$ cat config.mk
export PLATFORM = sky130hd
export DESIGN_NAME = tr_err_detect
export DESIGN_NICKNAME = d
export VERILOG_FILES = /design/src/rtl/tr_err_pkg.sv /design/src/rtl/tr_err_cmp.sv /design/src/rtl/tr_err_detect.sv
export SDC_FILE = /design/constraint.sdc
export NUM_CORES = 1
export LEC_CHECK = 0
export ABC_CLOCK_PERIOD_IN_PS = 1300
export BUFFER_PORTS_ARGS = -buffer_cell sky130_fd_sc_hd__buf_2
export CAP_MARGIN = 15
export CORE_MARGIN = 5
export CORE_UTILIZATION = 40
export CTS_BUF_LIST = sky130_fd_sc_hd__clkbuf_8
export DETAILED_ROUTE_END_ITERATION = 8
export HOLD_SLACK_MARGIN = 0.06
export SLEW_MARGIN = 0
export SYNTH_ARGS = -nofsm -noshare
export SYNTH_HDL_FRONTEND = slang
export SYNTH_HIERARCHICAL = 1
export SYNTH_SLANG_ARGS = --single-unit
$ cat constraint.sdc
create_clock -name clk -period 1.3 [get_ports clk]
set_input_delay 0.195 -clock clk [delete_from_list [all_inputs] [get_ports clk]]
set_output_delay 0.195 -clock clk [all_outputs]
set_load 0.02 [all_outputs]
$ cat src/rtl/tr_err_pkg.sv
// rtl/tr_err_pkg.sv - shared state encoding for the timing-error detector
package tr_err_pkg;

    localparam int unsigned TR_ERR_STATE_W = 2;

    typedef enum logic [TR_ERR_STATE_W-1:0] {
        IDLE   = 2'd0,
        EVAL   = 2'd1,
        REPORT = 2'd2
    } tr_err_state_t;

endpackage

$ cat src/rtl/tr_err_cmp.sv
// rtl/tr_err_cmp.sv - full-width main/shadow mismatch detector with corrected-data mux
module tr_err_cmp #(
    parameter int WIDTH = 8
) (
    input  logic [WIDTH-1:0] m_i,
    input  logic [WIDTH-1:0] s_i,
    output logic             mismatch_o,
    output logic [WIDTH-1:0] corr_o
);

    // The shadow copy was taken later and is trusted whenever the two disagree.
    assign mismatch_o = (m_i != s_i);
    assign corr_o     = mismatch_o ? s_i : m_i;

endmodule

$ cat src/rtl/tr_err_detect.sv
// rtl/tr_err_detect.sv - sample/Err1/Err0 error responder; TR_ERR_CNT_EN adds a saturating error counter
module tr_err_detect
    import tr_err_pkg::*;
#(
    parameter int WIDTH = 8,
    parameter int CNT_W = 8
) (
    input  logic             clk,
    input  logic             rst,
    input  logic [WIDTH-1:0] d,
    input  logic             sample,
    output logic             Err1,
    output logic             Err0,
    output logic [WIDTH-1:0] q,
    output logic [CNT_W-1:0] err_cnt
);

    tr_err_state_t    state_q, state_d;
    logic [WIDTH-1:0] m_q, m_d;
    logic [WIDTH-1:0] s_q, s_d;
    logic [WIDTH-1:0] q_q, q_d;
    logic             sample_q;
    logic             err_q, err_d;
    logic             err1_q, err1_d;
    logic             err0_q, err0_d;
    logic             rise;
    logic             mismatch;
    logic [WIDTH-1:0] corr;

    tr_err_cmp #(.WIDTH(WIDTH)) u_cmp (
        .m_i        (m_q),
        .s_i        (s_q),
        .mismatch_o (mismatch),
        .corr_o     (corr)
    );

    assign rise = sample & ~sample_q;

    always_comb begin
        state_d = state_q;
        m_d     = m_q;
        s_d     = s_q;
        q_d     = q_q;
        err_d   = err_q;
        err1_d  = err1_q;
        err0_d  = err0_q;
        case (state_q)
            IDLE: begin
                err1_d = 1'b0;
                err0_d = 1'b0;
                if (rise) begin
                    s_d     = d;
                    state_d = EVAL;
                end else begin
                    m_d = d;
                end
            end
            EVAL: begin
                err_d   = mismatch;
                q_d     = corr;
                err1_d  = mismatch;
                err0_d  = ~mismatch;
                state_d = REPORT;
            end
            REPORT: begin
                // Return-to-zero only once the controller has released sample.
                if (!sample) begin
                    err1_d  = 1'b0;
                    err0_d  = 1'b0;
                    state_d = IDLE;
                end else begin
                    err1_d = err_q;
                    err0_d = ~err_q;
                end
            end
            default: begin
                err1_d  = 1'b0;
                err0_d  = 1'b0;
                state_d = IDLE;
            end
        endcase
    end

    always_ff @(posedge clk) begin
        if (!rst) begin
            state_q  <= IDLE;
            m_q      <= '0;
            s_q      <= '0;
            q_q      <= '0;
            sample_q <= 1'b0;
            err_q    <= 1'b0;
            err1_q   <= 1'b0;
            err0_q   <= 1'b0;
        end else begin
            state_q  <= state_d;
            m_q      <= m_d;
            s_q      <= s_d;
            q_q      <= q_d;
            sample_q <= sample;
            err_q    <= err_d;
            err1_q   <= err1_d;
            err0_q   <= err0_d;
        end
    end

`ifdef TR_ERR_CNT_EN
    logic [CNT_W-1:0] cnt_q, cnt_d;

    always_comb begin
        cnt_d = cnt_q;
        if (state_q == EVAL && mismatch && cnt_q != {CNT_W{1'b1}}) begin
            cnt_d = cnt_q + {{(CNT_W-1){1'b0}}, 1'b1};
        end
    end

    always_ff @(posedge clk) begin
        if (!rst) begin
            cnt_q <= '0;
        end else begin
            cnt_q <= cnt_d;
        end
    end

    assign err_cnt = cnt_q;
`else
    assign err_cnt = '0;
`endif

    assign Err1 = err1_q;
    assign Err0 = err0_q;
    assign q    = q_q;

endmodule

==> key figures <==
Status
  – Status: finished, final reports clean

Timing
  – Clock Skew: 0.00227 ns
  – Final period utilization: 97.7%
  – Final setup fails: 0
  – Max Freq: 787 MHz
  – RSZ-0062 raised after global routing: yes
  – Max Slew Vio Count: 0
  – Final Hold Viols: 0
  – Final Critical Period: approximately 1.3 ns

Clocking
  – Total CTS buffers: 5
  – Post-CTS Setup Inserts: 0
  – Later-pin clock latency in the skew report: 0.28 ns
  – Bufs on Longest Clock Path: 2
  – CTS tree: yes
  – Clk pin slew, worst setup/hold paths: 0.06 ns
  – Clock root buffer: clkbuf_8
  – H-tree Lvls: 2
  – CTS Sinks: 30

Critical path
  – Critical Path AT: 1.46 ns
  – Setup crit end kind: flip-flop
  – Critical path peak fanout: 5
  – Critical Path RT: 1.49 ns
  – Startpoint Class: flip-flop
  – Type of the worst setup path: flip-flop to flip-flop

Detailed routing
  – Residual DRC count: 0
  – Average wire per standard cell: 13.0 um
  – Vias post-DR: 1096
  – Drt first pass iters: 4
  – Iteration-0 DRC Markers: 65
  – Number of vias per cell: ~4.9
  – Antenna viol nets, final: 0
  – Drt total wl: ~2.9 mm

Placed design
  – Number of port buffers: 20
  – Placed Area: 1580 sq um
  – Post-DP HPWL: 2.13 mm
  – RePlAce Congestion: 0.770

Logic synthesis
  – Xor/xnor cell area share of the yosys netlist: 4.76%
  – Compound-Gate Fraction of Synth Area: 13.9%
  – Synth Cell Area: 1470 sq um
  – Top cell type's share of synthesized area: about 41%
  – Register area share after synthesis: 40.8%
  – Syn Area/Cell: 9.31 sq um
  – Simple-gate share of the synthesized area: roughly a fifth
  – Synth top area cells: dfxtp_1, mux2i_1, a21oi_2
  – Yosys cell types: 29
  – Ys Warns: 6
  – Post-synthesis mux area share: under 10%
  – Adder-Cell Fraction of Synth Area: 3.40%
  – Synthesized instance count: 158
  – Area leader, netlist: dfxtp_1
  – Largest family of logic cells by synthesized area: simple AND/OR/NAND/NOR gates
  – Seq cells post-synth: 30

Floorplan
  – # IOs: 29
  – Row count: 22
  – Placeable Area: 3610 sq um
  – Die ar.: 4990 sq um
  – Die height: 70.7 um
  – Die Wd: about 71 um
  – Initial Util: between 40% and 50%

GRT
  – Largest net degree at the start of global routing: 26
  – Number of global-route vias before repair: 1034
  – Total grt overflow: 0
  – First-pass GRT wire length: approximately 4.6 mm
  – Initial antenna violation count: 0
  – Total track usage: 11.7%

Pwr
  – Overall power: 2.27 mW
  – Power Dens Cells: 1330 nW/um^2
  – VDD IR max: roughly 0.63 mV
  – Lkg Pwr: about 0.73 nW

Cells and area
  – Most frequent cells in the layout: dfxtp_1, buf_2, nand2_1
  – Diodes inserted: 0
  – Commonest non-fill, non-tap cell in the layout: dfxtp_1
  – Multi-input gate area: between 700 and 800 sq um
  – FF+latch area: around 600 sq um
  – Fillers: 339
  – Synth-to-layout area growth: 16.0%
  – Final #Nets: 190
  – Share of cells above drive strength 1: 38.6%
  – Design Area, Final: 1710 sq um

Worst hold path
  – Worst Hold Class: primary input to flip-flop

Run
  – Max cap viols: 0
-- synthesized netlist by cell type --
cell type	n
nor4_1	2
nand3_2	8
a21oi_1	10
dfxtp_1	30
buf_6	2
inv_2	2
nand3b_2	1
conb_1	1
inv_1	2
nand2b_1	3
nand3_1	9
clkbuf_1	8
a22oi_2	1
nor2_1	8
xor2_1	8
buf_12	1
and2_2	1
ha_1	4
nand3b_1	1
o21ai_0	6
a21oi_2	10
mux2i_1	9
buf_4	9
o21ai_2	2
buf_2	4
nand2_1	13
o22ai_1	1
and2b_4	1
and2_1	1
-- state kept, by name, indices dropped and copies added (netlist names) --
name / cells
Err0: 1
Err1: 1
err_q: 1
m_q: 8
q: 8
s_q: 8
sample_q: 1
state_q: 2
-- power breakdown --
part / total, mW / switching [mW] / internal [mW]
sequential: 1.03 / 0.0446 / 0.982
combinational: 0.469 / 0.272 / 0.197
clock: 0.775 / 0.351 / 0.424
total: 2.27 / 0.668 / 1.60
-- critical path, cell delays in order (launching register included) --
cell	delay [ns]
dfxtp_1	0.33
inv_1	0.08
ha_1	0.27
a22oi_2	0.24
mux2i_1	0.25
-- routing by layer --
metal | up-vias | GRT usage [%] | share of wire [%]
met5 | - | 0 | 0
met4 | 0 | 11.1 | 5.7
met3 | 16 | 3.84 | 4.0
met2 | 24 | 17.9 | 48
met1 | 511 | 12.7 | 43
li1 | 545 | - | -
-- cell type report --
class	instances	share of cell area [%]
Clock buffer	6	4.84
Clock inverter	2	0.733
Inverter	4	0.880
Multi-Input combinational cell	107	44.0
Sequential cell	30	35.4
Tap cell	48	3.52
Timing Repair Buffer	27	10.6
-- metrics by stage --
step	setup slack [ns]	util [%]	hold slack, ns	instances	setup TNS [ns]
3_5_place_dp	0.000808	43.7	0.456	216	0
6_report	0.0298	47.3	0.156	224	0
5_1_grt	-0.0601	47.3	0.159	224	-0.0998
2_1_floorplan	0.0892	-	0.317	165	0
3_3_place_gp	0.0702	43.7	0.453	216	0
4_1_cts	0.0365	46.4	0.148	224	0
-- final timing paths --
| path | startpoint | end | slack (ns) | cells past startpoint |
|---|---|---|---|---|
| max | state_q[0]$_SDFFE_PN0P_ | state_q[1]$_SDFFE_PN0P_ | 0.03 | 4 |
| min | d[7] | s_q[7]$_SDFFE_PN0P_ | 0.16 | 3 |
| max reg2reg | state_q[0]$_SDFFE_PN0P_ | state_q[1]$_SDFFE_PN0P_ | 0.03 | 4 |
| min reg2reg | err_q$_SDFFE_PN0N_ | Err1$_SDFF_PN0_ | 0.49 | 2 |
-- repair_timing --
| action | in CTS | in global routing |
|---|---|---|
| gates resized for setup | 1 | 8 |
| setup endpoints to repair | 5 | 12 |
| hold buffers | 0 | 0 |
| pin swaps | 0 | 2 |
-- kinds of logic (layout without fill, tap and decap cells) --
logic type	count (synthesis)	after routing
buf+inv	28	39
simple gates	48	48
fa+ha+maj	4	4
compound gates	30	30
mux	9	9
xor+xnor	8	8
other cells	1	8
flops	30	30
Power figures use the tool's default switching activity.
